`src/rtl/reg_wb_if.sv`:
```
// reg_wb_if: writeback request, register-file write port and hazard-check signals
interface reg_wb_if #(
  parameter int AW = 5,
  parameter int DW = 32
);
  logic          req_valid;
  logic          req_ready;
  logic [AW-1:0] req_rd;
  logic [DW-1:0] req_data;
  logic          hold;
  logic          flush;
  logic          WE3;
  logic [AW-1:0] A3;
  logic [DW-1:0] WD3;
  logic [AW-1:0] chk_a1;
  logic [AW-1:0] chk_a2;
  logic          pend1;
  logic          pend2;
  logic [DW-1:0] fwd1;
  logic [DW-1:0] fwd2;
  modport master (
    output req_valid, req_rd, req_data, hold, flush, chk_a1, chk_a2,
    input  req_ready, WE3, A3, WD3, pend1, pend2, fwd1, fwd2
  );
  modport slave (
    input  req_valid, req_rd, req_data, hold, flush, chk_a1, chk_a2,
    output req_ready, WE3, A3, WD3, pend1, pend2, fwd1, fwd2
  );
endinterface

```
`src/rtl/reg_wb_queue.sv`:
```
// reg_wb_queue: in-order writeback queue feeding the register file write port, with pending/forward lookup
module reg_wb_queue #(
  parameter int DEPTH = 2,
  parameter int AW    = 5,
  parameter int DW    = 32
) (
  input logic     clk,
  input logic     rst,
  reg_wb_if.slave bus
);
  localparam int PW = $clog2(DEPTH);
  localparam int CW = PW + 1;
  localparam logic [CW-1:0] FULL = CW'(DEPTH);
  logic [AW-1:0] rd_q   [DEPTH];
  logic [DW-1:0] data_q [DEPTH];
  logic [PW-1:0] rd_ptr_q, rd_ptr_d, wr_ptr_q, wr_ptr_d;
  logic [CW-1:0] count_q, count_d;
  logic          pop, push, nonempty;
  assign nonempty      = count_q != '0;
  // rst gates pop so nothing commits on the reset edge
  assign pop           = nonempty & ~bus.hold & ~bus.flush & ~rst;
  assign bus.req_ready = ~rst & ~bus.flush & ((count_q < FULL) | pop);
  assign push          = bus.req_valid & bus.req_ready & (bus.req_rd != '0);
  assign bus.WE3       = pop;
  assign bus.A3        = nonempty ? rd_q[rd_ptr_q] : '0;
  assign bus.WD3       = nonempty ? data_q[rd_ptr_q] : '0;
  // walks oldest to youngest so the youngest match wins
  function automatic logic [DW:0] lookup(input logic [AW-1:0] a);
    logic [DW:0]   r;
    logic [PW-1:0] idx;
    r = '0;
    for (int k = 0; k < DEPTH; k++) begin
      idx = rd_ptr_q + PW'(k);
      if (CW'(k) < count_q && rd_q[idx] == a && a != '0) r = {1'b1, data_q[idx]};
    end
    return r;
  endfunction
  assign {bus.pend1, bus.fwd1} = lookup(bus.chk_a1);
  assign {bus.pend2, bus.fwd2} = lookup(bus.chk_a2);
  always_comb begin
    rd_ptr_d = bus.flush ? wr_ptr_q : rd_ptr_q + PW'(pop);
    wr_ptr_d = wr_ptr_q + PW'(push);
    count_d  = bus.flush ? '0 : count_q + CW'(push) - CW'(pop);
  end
  always_ff @(posedge clk) begin
    if (rst) begin
      rd_ptr_q <= '0;
      wr_ptr_q <= '0;
      count_q  <= '0;
      for (int i = 0; i < DEPTH; i++) begin
        rd_q[i]   <= '0;
        data_q[i] <= '0;
      end
    end else begin
      rd_ptr_q <= rd_ptr_d;
      wr_ptr_q <= wr_ptr_d;
      count_q  <= count_d;
      if (push) begin
        rd_q[wr_ptr_q]   <= bus.req_rd;
        data_q[wr_ptr_q] <= bus.req_data;
      end
    end
  end
endmodule
```
`src/flat_wrapper.sv`:
```
// flat-port wrapper written by rule: the top's interface ports become plain ports
module reg_wb_queue_flat 
#(
  parameter int DEPTH = 2,
  parameter int AW    = 5,
  parameter int DW    = 32
)
  (clk, rst, bus_req_valid, bus_req_rd, bus_req_data, bus_hold, bus_flush, bus_chk_a1, bus_chk_a2, bus_req_ready, bus_WE3, bus_A3, bus_WD3, bus_pend1, bus_pend2, bus_fwd1, bus_fwd2);
  reg_wb_if #(.AW(AW), .DW(DW)) bus_i ();
  input logic clk;
  input logic rst;
  input wire logic [$bits(bus_i.req_valid)-1:0] bus_req_valid;
  input wire logic [$bits(bus_i.req_rd)-1:0] bus_req_rd;
  input wire logic [$bits(bus_i.req_data)-1:0] bus_req_data;
  input wire logic [$bits(bus_i.hold)-1:0] bus_hold;
  input wire logic [$bits(bus_i.flush)-1:0] bus_flush;
  input wire logic [$bits(bus_i.chk_a1)-1:0] bus_chk_a1;
  input wire logic [$bits(bus_i.chk_a2)-1:0] bus_chk_a2;
  output wire logic [$bits(bus_i.req_ready)-1:0] bus_req_ready;
  output wire logic [$bits(bus_i.WE3)-1:0] bus_WE3;
  output wire logic [$bits(bus_i.A3)-1:0] bus_A3;
  output wire logic [$bits(bus_i.WD3)-1:0] bus_WD3;
  output wire logic [$bits(bus_i.pend1)-1:0] bus_pend1;
  output wire logic [$bits(bus_i.pend2)-1:0] bus_pend2;
  output wire logic [$bits(bus_i.fwd1)-1:0] bus_fwd1;
  output wire logic [$bits(bus_i.fwd2)-1:0] bus_fwd2;
  assign bus_i.req_valid = bus_req_valid;
  assign bus_i.req_rd = bus_req_rd;
  assign bus_i.req_data = bus_req_data;
  assign bus_i.hold = bus_hold;
  assign bus_i.flush = bus_flush;
  assign bus_i.chk_a1 = bus_chk_a1;
  assign bus_i.chk_a2 = bus_chk_a2;
  assign bus_req_ready = bus_i.req_ready;
  assign bus_WE3 = bus_i.WE3;
  assign bus_A3 = bus_i.A3;
  assign bus_WD3 = bus_i.WD3;
  assign bus_pend1 = bus_i.pend1;
  assign bus_pend2 = bus_i.pend2;
  assign bus_fwd1 = bus_i.fwd1;
  assign bus_fwd2 = bus_i.fwd2;
  reg_wb_queue #(.DEPTH(DEPTH), .AW(AW), .DW(DW)) u_core (.clk(clk), .rst(rst), .bus(bus_i));
endmodule
```
`config.mk`:
```
export PLATFORM = sky130hd
export DESIGN_NAME = reg_wb_queue_flat
export DESIGN_NICKNAME = d
export VERILOG_FILES = /design/src/rtl/reg_wb_if.sv /design/src/rtl/reg_wb_queue.sv /design/src/flat_wrapper.sv
export SDC_FILE = /design/constraint.sdc
export NUM_CORES = 1
export LEC_CHECK = 0
export BUFFER_PORTS_ARGS = -buffer_cell sky130_fd_sc_hd__buf_2
export CAP_MARGIN = 5
export CORE_UTILIZATION = 57
export CTS_CLUSTER_SIZE = 20
export DETAILED_ROUTE_END_ITERATION = 12
export GPL_ROUTABILITY_DRIVEN = 0
export PLACE_DENSITY_LB_ADDON = 0.2
export SLEW_MARGIN = 20
export SYNTH_ARGS = -nofsm -noshare
export SYNTH_HDL_FRONTEND = slang
export SYNTH_SLANG_ARGS = --single-unit
```
`constraint.sdc`:
```
create_clock -name clk -period 3.1 [get_ports clk]
set_input_delay 0.31 -clock clk [delete_from_list [all_inputs] [get_ports clk]]
set_output_delay 0.31 -clock clk [all_outputs]
set_load 0.03 [all_outputs]
```
==> results_dict.tcl <==
set metrics [dict create \
    synthCells 523 \
    antenna_left 0 \
    dpl_cell_area_sq_mm 0.00636 \
    nets 720 \
    die_area_sq_mm 0.0101 \
    startpoint_type "flip-flop" \
    required_ns 2.79 \
    critPathCaptureType "output pin" \
    antenna_found_initial 0 \
    cp_max_fo 19 \
    synth_area_leaders "edfxtp_1 (40%), mux2i_1 (19%), and2_1 (8.4%)" \
    grt_pass1_wl_microns 20700 \
    core_region_area_sq_mm 0.00928 \
    critPathSlowestCell "dfxtp_4" \
    clock_latency_ns 0.34 \
    drive_above_1_share_pct 34.6 \
    hpwl_microns 9100 \
    cts_buffers 9 \
    fp-row-count 35 \
    slew_violations 0 \
    reg2reg_from "u_core.count_q[1]$_SDFF_PP0_" \
    p_leak_nw 3.38 \
    ys_seq_elements 78 \
    final_hold_viol_count 0 \
    path_buf_inv 2 \
    diodes 0 \
    crit_path_start "u_core.rd_ptr_q$_SDFF_PP0_" \
    period_needed_ns 2.94 \
    status "complete, no violations" \
    final_util_pct 70.5 \
    path_clk_slew_ns 0.07 \
    dr.pass1.iters 4 \
    drt-wirelength-per-cell_microns 16.3 \
    r2r_slack_ns 0.70 \
    grt_pass1_vias 4399 \
    min_period_over_period_pct 94.7 \
    htreeDepth 3 \
    grtUsageTotal_pct 26.6 \
    final_area_sq_mm 0.00655 \
    avgSynthCellArea_sq_um 10.5 \
    p_per_area_mw_per_mm2 341 \
    clock-sinks 78 \
    areaGrowthSynthToFinish_pct 19.0 \
    ys.flop_type "edfxtp_1" \
    synth.distinct_cells 30 \
    synthArstFlopShare_pct 0 \
    crit_arrival_ns 2.63 \
    clock_skew_ns 0.00932 \
    clock_tree.buffer_depth 2 \
    synth_area_sq_mm 0.00551 \
    yosys_warnings 0 \
    rr_endpoint "u_core.count_q[1]$_SDFF_PP0_" \
    slew_headroom_pct 34.4 \
    worstPathCellList "mux2i_2 -> xnor2_1 -> nor4_4 -> nand3_4 -> buf_12 -> mux2i_1 -> buf_2" \
    hp-start "rst" \
    fmax_mhz 341 \
    setup-tns-final_ns 0 \
    synth_commonest_cells "mux2i_1 (105), and2_1 (74), edfxtp_1 (74)" \
    yosysTopAreaCellShare_pct 40.4 \
    rsz0062_at_grt "false" \
    cts_root_buf "clkbuf_8" \
    synth_top_cell_by_area "edfxtp_1" \
    io_pins 157 \
    cts_tree "yes" \
    reg2reg_depth 8 \
    drc 0 \
    path_delay_family "simple AND/OR/NAND/NOR gates" \
    whs_path_depth 2 \
    grt_max_degree 39 \
    viasPerCell 5.50 \
    synth.most_common_cell "mux2i_1" \
    crit_type "flip-flop to output pin" \
    grt_overflow 0 \
    critPathMaxStageDelay_ns 0.46 \
    peakVddDrop_v 0.000268 \
    worstMarginPinSlew_ns 0.984 \
    maxCapViolCount 0 \
    port_buffers 156 \
    min_to "u_core.rd_ptr_q$_SDFF_PP0_" \
    vias 4394 \
    start_util_pct 59.3 \
    synth_edf_count 74 \
    wl_microns 13000 \
    drt_iter0_markers 130 \
    setup_viol 0 \
    die_h_microns 100 \
    hold_ws_ns 0.218 \
    hold_path_class "input port to flip-flop" \
    fp.dieW_microns 100 \
    yosysSeqAreaShare_pct 41.8 \
    syn_nets 577 \
]
## what timing repair did
item | CTS | global route
hold buffers | 0 | 0
setup buffers | 0 | 2
gates resized for setup | 0 | 1
setup endpoints to repair | 0 | 21
hold endpoints to repair | 0 | 0
## cell usage in the layout, fill, tap and decap left out, types with 2 or more instances in the layout
cell type	count
nand3_4	2
nor4_4	4
clkinv_1	2
clkbuf_8	9
clkinv_2	3
buf_4	12
or2_2	3
mux2i_2	3
edfxtp_1	74
buf_2	156
dfxtp_1	3
mux2_2	31
inv_1	34
and2_1	74
nand3_1	65
ha_1	2
nor2_1	12
buf_12	3
xnor2_1	21
nor2_2	3
or4_1	3
xor2_1	2
nand2_1	33
mux2i_1	105
## state kept, by name, indices dropped and copies added, names as in the netlist
register,count
u_core.data_q,64
u_core.rd_q,10
u_core.count_q,2
u_core.rd_ptr_q,1
u_core.wr_ptr_q,1
## how the worst max path moves through the flow
stage | endpoint | slack (ns) | cells past startpoint
floorplan | u_core.data_q[0][0]$_SDFFCE_PN0P_ | 0.24 | 6
global placement | bus_fwd1[28] | 0.54 | 7
detailed placement | bus_fwd1[22] | 0.49 | 7
CTS | bus_fwd1[22] | 0.12 | 7
global route | bus_fwd2[25] | 0.02 | 7
finish | bus_fwd2[18] | 0.16 | 7
## worst reg2reg max path, cell delays in order, from the launching register on
cell	delay, ns
dfxtp_1	0.55
nor2_1	0.27
nor4_1	0.53
ha_1	0.34
inv_1	0.06
ha_1	0.15
xor2_1	0.19
xnor2_1	0.14
nor3_1	0.06
## per-stage QoR
step / instances / total power, mW / worst slack (ns)
after floorplan: 523 / 1.50 / 0.240
after global placement: 782 / 1.61 / 0.540
after detailed placement: 782 / 1.62 / 0.487
after CTS: 797 / 2.23 / 0.119
after global routing: 799 / 2.31 / 0.0167
final: 799 / 2.23 / 0.163
## layout make-up
class / instances / area, sq um
clock buffer: 9 / 124
clock inverter: 6 / 30.0
fill: 756 / 2740
inverter: 34 / 128
multi-input combinational: 372 / 2870
sequential: 78 / 2310
tap: 129 / 161
timing repair buffer: 171 / 931
## routing by layer
metal	part of all wire, %	track usage [%]
met1	42	32.1
met2	51	48.1
met3	5.7	4.39
met4	1.2	9.14
met5	0	0
## power breakdown
part	leakage (nW)	switching [mW]	internal, mW
sequential	0.803	0.0280	1.21
combinational	2.50	0.230	0.137
clock	0.0797	0.354	0.277
total	3.38	0.612	1.62
## logic make-up after synthesis
logic type	Yosys count	synth area share, %
compound gates	4	0.500
xor+xnor	23	3.66
fa+ha+maj	2	0.454
buf+inv	73	6.34
flops	78	41.8
mux	139	26.2
simple gates	204	21.0
Note: power is estimated with default switching activity, not from simulation.
